**src/rtl/array_multiplier_accumulator_pkg.sv**
```systemverilog
// Shared types and defaults for the multiply-accumulate stage.
// Imported by the interface, the multiplier and the accumulator top.
package array_multiplier_pkg;

  typedef enum logic [1:0] {
    ACCUM,
    DRAIN,
    DONE
  } mac_state_t;

  localparam int DEF_DATA_WIDTH  = 8;
  localparam int DEF_GUARD_BITS  = 8;
  localparam int DEF_COUNT_WIDTH = 16;

endpackage

```
**src/rtl/array_multiplier_accumulator_if.sv**
```systemverilog
// Operand stream in, accumulated result out, both valid/ready.
// The master drives operands and consumes the result.
interface array_multiplier_accumulator_if
  import array_multiplier_pkg::*;
#(
  parameter int DATA_WIDTH  = DEF_DATA_WIDTH,
  parameter int ACC_WIDTH   = 2 * DEF_DATA_WIDTH + DEF_GUARD_BITS,
  parameter int COUNT_WIDTH = DEF_COUNT_WIDTH
);

  logic                   clear_i;
  logic [DATA_WIDTH-1:0]  multiplicand_i;
  logic [DATA_WIDTH-1:0]  multiplier_i;
  logic                   valid_i;
  logic                   last_i;
  logic                   ready_o;
  logic [ACC_WIDTH-1:0]   accumulator_o;
  logic [COUNT_WIDTH-1:0] count_o;
  logic                   overflow_o;
  logic                   valid_o;
  logic                   ready_i;

  modport master (
    output clear_i, multiplicand_i, multiplier_i,
    output valid_i, last_i, ready_i,
    input  ready_o, accumulator_o, count_o,
    input  overflow_o, valid_o
  );

  modport slave (
    input  clear_i, multiplicand_i, multiplier_i,
    input  valid_i, last_i, ready_i,
    output ready_o, accumulator_o, count_o,
    output overflow_o, valid_o
  );

endinterface

```
**src/rtl/array_multiplier_accumulator_mult.sv**
```systemverilog
// Combinational unsigned array multiplier.
// Sums one shifted partial product per multiplier bit.
module array_multiplier #(
  parameter int DATA_WIDTH = 8
) (
  input  logic [DATA_WIDTH-1:0]   multiplicand_i,
  input  logic [DATA_WIDTH-1:0]   multiplier_i,
  output logic [2*DATA_WIDTH-1:0] product_o
);

  logic [2*DATA_WIDTH-1:0] mcand_ext;

  assign mcand_ext = {{DATA_WIDTH{1'b0}}, multiplicand_i};

  // accumulate the partial-product rows
  always_comb begin
    product_o = '0;
    for (int i = 0; i < DATA_WIDTH; i++) begin
      if (multiplier_i[i]) begin
        product_o = product_o + (mcand_ext << i);
      end
    end
  end

endmodule

```
**src/rtl/array_multiplier_accumulator.sv**
```systemverilog
// Registered-operand multiply-accumulate with burst framing.
// Final sum is held and offered on a valid/ready handshake.
module array_multiplier_accumulator
  import array_multiplier_pkg::*;
#(
  parameter int DATA_WIDTH  = DEF_DATA_WIDTH,
  parameter int GUARD_BITS  = DEF_GUARD_BITS,
  parameter int COUNT_WIDTH = DEF_COUNT_WIDTH
) (
  input logic clk_i,
  input logic rst_i,
  array_multiplier_accumulator_if.slave bus
);

  localparam int PROD_WIDTH = 2 * DATA_WIDTH;
  localparam int ACC_WIDTH  = PROD_WIDTH + GUARD_BITS;

  mac_state_t             state;
  logic [DATA_WIDTH-1:0]  op_a;
  logic [DATA_WIDTH-1:0]  op_b;
  logic                   op_valid;
  logic [ACC_WIDTH-1:0]   acc;
  logic [COUNT_WIDTH-1:0] count;
  logic                   overflow;
  logic [PROD_WIDTH-1:0]  product;
  logic [ACC_WIDTH:0]     sum_ext;
  logic                   ready;
  logic                   accept;

  array_multiplier #(
    .DATA_WIDTH(DATA_WIDTH)
  ) u_mult (
    .multiplicand_i(op_a),
    .multiplier_i  (op_b),
    .product_o     (product)
  );

  assign ready   = (state == ACCUM) & ~bus.clear_i & ~rst_i;
  assign accept  = bus.valid_i & ready;
  assign sum_ext = {1'b0, acc}
                 + {{(GUARD_BITS + 1){1'b0}}, product};

  // operand register, accumulator, counter, overflow and burst FSM
  always_ff @(posedge clk_i) begin
    if (rst_i || bus.clear_i) begin
      state    <= ACCUM;
      op_a     <= '0;
      op_b     <= '0;
      op_valid <= 1'b0;
      acc      <= '0;
      count    <= '0;
      overflow <= 1'b0;
    end else begin
      op_valid <= accept;
      if (accept) begin
        op_a <= bus.multiplicand_i;
        op_b <= bus.multiplier_i;
      end
      if (op_valid) begin
        acc      <= sum_ext[ACC_WIDTH-1:0];
        overflow <= overflow | sum_ext[ACC_WIDTH];
        if (count != '1) count <= count + 1'b1;
      end
      case (state)
        ACCUM: if (accept && bus.last_i) state <= DRAIN;
        DRAIN: if (op_valid) state <= DONE;
        DONE: begin
          if (bus.ready_i) begin
            state    <= ACCUM;
            op_valid <= 1'b0;
            acc      <= '0;
            count    <= '0;
            overflow <= 1'b0;
          end
        end
        default: state <= ACCUM;
      endcase
    end
  end

  assign bus.ready_o       = ready;
  assign bus.valid_o       = (state == DONE);
  assign bus.accumulator_o = acc;
  assign bus.count_o       = count;
  assign bus.overflow_o    = overflow;

endmodule
```
**src/flat_wrapper.sv**
```systemverilog
// flat-port wrapper written by rule: the top's interface ports become plain ports
module array_multiplier_accumulator_flat import array_multiplier_pkg::*;
#(
  parameter int DATA_WIDTH  = DEF_DATA_WIDTH,
  parameter int GUARD_BITS  = DEF_GUARD_BITS,
  parameter int COUNT_WIDTH = DEF_COUNT_WIDTH
)
  (clk_i, rst_i, bus_clear_i, bus_multiplicand_i, bus_multiplier_i, bus_valid_i, bus_last_i, bus_ready_i, bus_ready_o, bus_accumulator_o, bus_count_o, bus_overflow_o, bus_valid_o);
  array_multiplier_accumulator_if #(.DATA_WIDTH(DATA_WIDTH), .COUNT_WIDTH(COUNT_WIDTH)) bus_i ();
  input logic clk_i;
  input logic rst_i;
  input wire logic [$bits(bus_i.clear_i)-1:0] bus_clear_i;
  input wire logic [$bits(bus_i.multiplicand_i)-1:0] bus_multiplicand_i;
  input wire logic [$bits(bus_i.multiplier_i)-1:0] bus_multiplier_i;
  input wire logic [$bits(bus_i.valid_i)-1:0] bus_valid_i;
  input wire logic [$bits(bus_i.last_i)-1:0] bus_last_i;
  input wire logic [$bits(bus_i.ready_i)-1:0] bus_ready_i;
  output wire logic [$bits(bus_i.ready_o)-1:0] bus_ready_o;
  output wire logic [$bits(bus_i.accumulator_o)-1:0] bus_accumulator_o;
  output wire logic [$bits(bus_i.count_o)-1:0] bus_count_o;
  output wire logic [$bits(bus_i.overflow_o)-1:0] bus_overflow_o;
  output wire logic [$bits(bus_i.valid_o)-1:0] bus_valid_o;
  assign bus_i.clear_i = bus_clear_i;
  assign bus_i.multiplicand_i = bus_multiplicand_i;
  assign bus_i.multiplier_i = bus_multiplier_i;
  assign bus_i.valid_i = bus_valid_i;
  assign bus_i.last_i = bus_last_i;
  assign bus_i.ready_i = bus_ready_i;
  assign bus_ready_o = bus_i.ready_o;
  assign bus_accumulator_o = bus_i.accumulator_o;
  assign bus_count_o = bus_i.count_o;
  assign bus_overflow_o = bus_i.overflow_o;
  assign bus_valid_o = bus_i.valid_o;
  array_multiplier_accumulator #(.DATA_WIDTH(DATA_WIDTH), .GUARD_BITS(GUARD_BITS), .COUNT_WIDTH(COUNT_WIDTH)) u_core (.clk_i(clk_i), .rst_i(rst_i), .bus(bus_i));
endmodule
```
**config.mk**
```make
export PLATFORM = sky130hd
export DESIGN_NAME = array_multiplier_accumulator_flat
export DESIGN_NICKNAME = d
export VERILOG_FILES = /design/src/rtl/array_multiplier_accumulator_pkg.sv /design/src/rtl/array_multiplier_accumulator_if.sv /design/src/rtl/array_multiplier_accumulator_mult.sv /design/src/rtl/array_multiplier_accumulator.sv /design/src/flat_wrapper.sv
export SDC_FILE = /design/constraint.sdc
export NUM_CORES = 1
export LEC_CHECK = 0
export CAP_MARGIN = 20
export CORE_MARGIN = 2
export CORE_UTILIZATION = 45
export DETAILED_ROUTE_END_ITERATION = 6
export GPL_ROUTABILITY_DRIVEN = 1
export PLACE_DENSITY_LB_ADDON = 0.12
export SETUP_SLACK_MARGIN = 0.3
export SYNTH_ARGS = -nofsm -noshare
export SYNTH_HDL_FRONTEND = slang
export SYNTH_SLANG_ARGS = --single-unit
```
**constraint.sdc**
```tcl
create_clock -name clk_i -period 9.55 [get_ports clk_i]
set_input_delay 1.4325 -clock clk_i [delete_from_list [all_inputs] [get_ports clk_i]]
set_output_delay 1.4325 -clock clk_i [all_outputs]
set_load 0.005 [all_outputs]
```
* Yosys cells after proc, flatten, opt, wreduce, memory -nomap -nowiden *
Index checks and enable logic that the tools add are counted.
Widths: inputs -> output; s select.

storage, ports and cells
  input port bits = 22
  register bits after elaboration = 60
  output and inout bits = 43

operators by class
  $add $sub $neg = 9
  multiplexer cells = 24
  eq/ne operators = 6
  bitwise gates (word level) = 6
  reduce and logical (&&, ||, !) cells = 4

operators by type and width
  operator               count
  $mux 16                11
  $mux 24                3
  $add 24x16->25         1
  $add 16x1->16 const B  1
  $add 16x10->16         1
  $add 16x11->16         1
  $add 16x12->16         1
  $add 16x13->16         1
  $add 16x14->16         1
  $add 16x15->16         1
  $add 16x9->16          1
  $ne 16x16->1 const B   1
  $mux 8                 1
  $mux 2                 3
  $pmux 2 s3             1
  $mux 1                 5
  $ne 2x2->1 const B     2
  $and 1x1->1            3
  $reduce_and 3->1       1
  $eq 2x1->1 const B     1
  $eq 2x2->1 const B     1
  $logic_not 2->1        1
  $ne 2x1->1 const B     1
  $not 1->1              2
  3 further kinds        3

* Longest topological paths before layout *
  depth in word-level cells = 20
  mapped depth = 55
  gate-level depth less buffers = 54

* Cells and area by module *
A second synthesis with hierarchy kept.

unflattened totals
  cell total of the unflattened synthesis = 805
  area, all modules = 6348.6 um2

by module, submodules not included
  module                        sequential area each (um2)  area an instance (um2)  instances  cells each
  array_multiplier              0.0                         3258.1                  1          445
  array_multiplier_accumulator  1201.2                      3090.5                  1          360

* Worst setup path before layout *
OpenSTA, ideal clock, no wires.

  kind = register to register
  start point = register u_core.op_a[1]
  end point = register u_core.acc[18], in the netlist u_core.bus.accumulator_o[18]
  arrival time = 9480 ps
  slack = -58 ps
  cell stages (with the launch flop) = 51
  path buffers = 0
  library setup time = 128 ps
  cells stage by stage = dfxtp_1 -> nand2_1 -> inv_1 -> ha_1 -> fa_1 -> a21oi_1 -> o221ai_1 -> a31o_1 -> xor2_1 -> nand2_1 -> o21ai_0 -> ha_1 -> or2_2 -> a21oi_1 -> nor2_1 -> xor2_1 -> mux2_2 -> ha_1 -> [15 not listed] -> a21oi_1 -> ha_1 -> a21o_1 -> a31oi_1 -> xor2_1 -> mux2i_1 -> ha_1 -> a21o_1 -> a31oi_1 -> xnor2_1 -> mux2_2 -> ha_1 -> or3_1 -> o31ai_1 -> o21ai_1 -> nand4_1 -> xor2_1 -> nor2_1

on the way
  longest elaborated chain between the ends = 19

ends and longest elaborated chain
  what                      line                                     RTL
  start: declaration        array_multiplier_accumulator.sv:19       logic [DATA_WIDTH-1:0] op_a;
  start signal: assignment  array_multiplier_accumulator.sv:56       op_a <= bus.multiplicand_i;
  $mux 8                    array_multiplier_accumulator_mult.sv:19  if (multiplier_i[i]) begin
  $add 16x9->16             array_multiplier_accumulator_mult.sv:20  product_o = product_o + (mcand_ext << i);
  $mux 16                   array_multiplier_accumulator_mult.sv:19
  $add 16x10->16            array_multiplier_accumulator_mult.sv:20
  $mux 16                   array_multiplier_accumulator_mult.sv:19
  $add 16x11->16            array_multiplier_accumulator_mult.sv:20
  $mux 16                   array_multiplier_accumulator_mult.sv:19
  $add 16x12->16            array_multiplier_accumulator_mult.sv:20
  [3 not listed]            -
  $add 16x14->16            array_multiplier_accumulator_mult.sv:20
  $mux 16                   array_multiplier_accumulator_mult.sv:19
  $add 16x15->16            array_multiplier_accumulator_mult.sv:20
  $mux 16 *                 array_multiplier_accumulator_mult.sv:19
  $add 24x16->25 *          array_multiplier_accumulator.sv:41       + {{(GUARD_BITS + 1){1'b0}}, product};
  $mux 24 *                 array_multiplier_accumulator.sv:59       if (op_valid) begin
  $mux 24                   array_multiplier_accumulator.sv:68       if (bus.ready_i) begin
  $mux 24 *                 array_multiplier_accumulator.sv:64       case (state)
  end signal: assignment    array_multiplier_accumulator.sv:60       acc <= sum_ext[ACC_WIDTH-1:0];
  end: declaration          array_multiplier_accumulator.sv:22       logic [ACC_WIDTH-1:0] acc;

Mark *: on every way between the ends. The rest lies on a longest branch, timed or not.
A chain may end at the register's enable or synchronous reset.

* Worst setup path in the final report *
  start point = register u_core.op_b[0]
  end point = register u_core.acc[21], in the netlist u_core.bus.accumulator_o[21]

on the way
  longest elaborated chain between the ends = 19

ends and longest elaborated chain
  what                      line                                     RTL
  start: declaration        array_multiplier_accumulator.sv:20       logic [DATA_WIDTH-1:0] op_b;
  start signal: assignment  array_multiplier_accumulator.sv:57       op_b <= bus.multiplier_i;
  $mux 8 *                  array_multiplier_accumulator_mult.sv:19
  $add 16x9->16             array_multiplier_accumulator_mult.sv:20
  $mux 16 *                 array_multiplier_accumulator_mult.sv:19
  $add 16x10->16            array_multiplier_accumulator_mult.sv:20
  $mux 16 *                 array_multiplier_accumulator_mult.sv:19
  $add 16x11->16            array_multiplier_accumulator_mult.sv:20
  $mux 16 *                 array_multiplier_accumulator_mult.sv:19
  $add 16x12->16            array_multiplier_accumulator_mult.sv:20
  [3 not listed]            -
  $add 16x14->16            array_multiplier_accumulator_mult.sv:20
  $mux 16 *                 array_multiplier_accumulator_mult.sv:19
  $add 16x15->16            array_multiplier_accumulator_mult.sv:20
  $mux 16 *                 array_multiplier_accumulator_mult.sv:19
  $add 24x16->25 *          array_multiplier_accumulator.sv:41
  $mux 24 *                 array_multiplier_accumulator.sv:59
  $mux 24                   array_multiplier_accumulator.sv:68
  $mux 24 *                 array_multiplier_accumulator.sv:64

Marks and branches as above.

==> metrics.yaml <==
fin_crit_ns: 9.44
fin_area_um2: 8660
hold_viol: 0
antenna_found_initial: 0
cts_buffers: 9
worstMarginPinSlew_ns: 0.762
initial_utilization_pct: 46.2
die_area_um2: 14500
totalWireLength_mm: 18.1
antenna_cells: 0
grt_use_met3_pct: 4.25
track_usage_pct: 24.6
peakVddDrop_v: 0.000117
max_stage_delay_ns: 0.45
cts_tree: "done"
place_area_um2: 7380
r2r_slack_ns: 0.11
grt_first_pass_wirelength_mm: 29.4
arrival_ns: 9.63
die_h_um: 121
synth_edf_count: 0
max_slew_margin_pct: 49.1
place_congestion: 0.842
drtPass1Iterations: 5
holdCritStartpoint: "u_core.state[1]$_SDFFE_PP0P_"
dp.cells: 1063
clk-insertion-delay-late_ns: 0.33
regArea_um2: 1210
areaGrowthSynthToFinish_pct: 41.6
routed-via-count: 6278
htree_num_levels: 3
yosys_warnings: 0
gr-total-overflow: 0
crit_fanout: 8
ctsHoldBuffers: 0
crit_family: "simple AND/OR/NAND/NOR gates"
synth_seq_cells: 60
grt_pass1_vias: 6174
hold_path_depth: 1
fin_skew_ns: 0.00516
finalSetupViolCount: 0
syn_inst: 791
clockRootBuffer: "clkbuf_16"
critPathSlowestCell: "a2111o_1"
rows: 42
syn_area_per_cell_um2: 7.73
nFillCells: 1118
wire_per_inst_um: 16.2
cts_buffer_depth: 2
worst_setup_path_end_kind: "flop"
ant_nets: 0
clk_pin_slew_ns: 0.05
path_class: "reg -> reg"
top_usage_layer: "met2"
r2r_cells: 50
ios: 65
fmax_mhz: 106
slew_violations: 0
tns_ns: 0
ys_seq_area_share_pct: 19.6
cts.sinks: 60
cp.required_ns: 9.74
drive_gt1_share_pct: 25.4
grt_max_degree: 41
r2r_end: "u_core.bus.accumulator_o[21]$_SDFF_PP0_"
synthDistinctLibCells: 67
multi_input_area_um2: 5360
synth_top_flop_cell: "dfxtp_1"
post-dp-hpwl_mm: 12.7
crit_buf_inv: 5
status: "finished clean"
grt_use_met1_pct: 30.5
power.density_nw_per_um2: 84.7
utilization_pct: 65.4
synth-async-reset-ratio_pct: 0
leakagePower_nw: 3.83
holdPathEnd: "u_core.state[0]$_SDFFE_PP0P_"
grtUsageMet2_pct: 43.1
core-area_um2: 13200
fin_crit_sh_pct: 98.8
port_buffers: 64
finalNetCount: 1043
crit_path_start_kind: "flop"
max_cap_violations: 0
syn_area_um2: 6110
dr.first_iter.drc_count: 255
syn_nets: 898
min_path_type: "reg -> reg"
drc: 0
finalNonFillerCells: 1117
r2r-start: "u_core.op_b[0]$_SDFFE_PP0P_"
die_w_um: 121
viasPerCell: 5.62
path_common_cell: "ha_4"
rsz0062_at_grt: "true"
[where the power goes]
group          total (mW)  switching, mW  internal (mW)
clock               0.331          0.115          0.216
combinational       0.141         0.0716         0.0698
sequential          0.261        0.00732          0.254
[synth_stat cells, drive strengths merged (25+ instances only)]
library cell,instances,area (µm²)
nand3,38,190
nor2,68,255
xor2,33,289
ha,77,963
a21oi,51,263
a21o,27,203
nor3,25,125
dfxtp,60,1200
o21ai,35,175
inv,48,180
nand2,97,364
xnor2,28,245
[timing repair]
item,in CTS,in global routing
setup buffers,19,19
hold endpoints to repair,0,0
endpoints found under the setup margin,13,14
pin swaps,61,62
cloned,0,0
gates resized for setup,74,64
[logic make-up after synthesis]
family                     Yosys count  synth area share, %
buffers and inverters               75                 4.81
and+or+nand+nor                    285                 21.5
AOI/OAI and AO/OA                  191                 21.0
adders and majority gates           85                 18.4
DFF                                 60                 19.6
muxes                               34                 5.89
xor gates and xnor gates            61                 8.74
[through the flow]
stage | total power, mW | worst slack, ns | hold WS [ns]
after floorplan | 0.339 | 0.306 | 0.435
after global placement | 0.375 | -0.0354 | 0.458
after detailed placement | 0.380 | -0.415 | 0.467
after CTS | 0.724 | 0.139 | 0.482
after global routing | 0.765 | -0.243 | 0.497
final | 0.734 | 0.110 | 0.485
[final cells by class]
class                           count  share of cell area, %
Clock buffer                       13                   3.01
Tap cell                          176                   2.54
Timing Repair Buffer              159                   15.9
Clock inverter                      3                  0.520
Sequential cell                    60                   13.9
Inverter                           50                   2.20
Multi-Input combinational cell    656                   61.9
[sequential cells by signal (all words and copies together) (netlist names)]
signal,cells
u_core.bus.overflow_o,1
u_core.state,2
u_core.bus.accumulator_o,24
u_core.op_b,8
u_core.op_a,8
u_core.op_valid,1
u_core.bus.count_o,16
[cells in the final DEF (no fill, tap or decap), types with 22 or more instances in the layout]
| master | instances |
|---|---|
| buf_4 | 89 |
| xnor2_1 | 27 |
| clkdlybuf4s50_1 | 64 |
| ha_4 | 22 |
| nor2_1 | 66 |
| nor3_1 | 23 |
| nand2_1 | 90 |
| a21o_1 | 27 |
| nand3_1 | 33 |
| a21oi_1 | 34 |
| xor2_1 | 31 |
| ha_1 | 50 |
| dfxtp_1 | 57 |
| inv_1 | 43 |
[per-layer routing]
| layer | part of all wire, % | wire (µm) |
|---|---|---|
| met1 | 44 | 8010 |
| met4 | 2.4 | 432 |
| met2 | 50 | 8990 |
| met3 | 3.6 | 656 |
| met5 | 0 | 0 |
[worst max-delay path by stage]
stage / to / from / cells past startpoint / slack (ns)
2_1_floorplan: u_core.bus.accumulator_o[18]$_SDFF_PP0_ / u_core.op_b[0]$_SDFFE_PP0P_ / 48 / 0.31
3_3_place_gp: u_core.bus.accumulator_o[18]$_SDFF_PP0_ / u_core.op_b[0]$_SDFFE_PP0P_ / 49 / -0.04
3_5_place_dp: u_core.bus.accumulator_o[18]$_SDFF_PP0_ / u_core.op_b[0]$_SDFFE_PP0P_ / 47 / -0.42
4_1_cts: u_core.bus.accumulator_o[18]$_SDFF_PP0_ / u_core.op_b[0]$_SDFFE_PP0P_ / 48 / 0.14
5_1_grt: u_core.bus.accumulator_o[21]$_SDFF_PP0_ / u_core.op_b[0]$_SDFFE_PP0P_ / 53 / -0.24
6_report: u_core.bus.accumulator_o[21]$_SDFF_PP0_ / u_core.op_b[0]$_SDFFE_PP0P_ / 50 / 0.11
No activity file was read; power rests on OpenSTA's default activity.
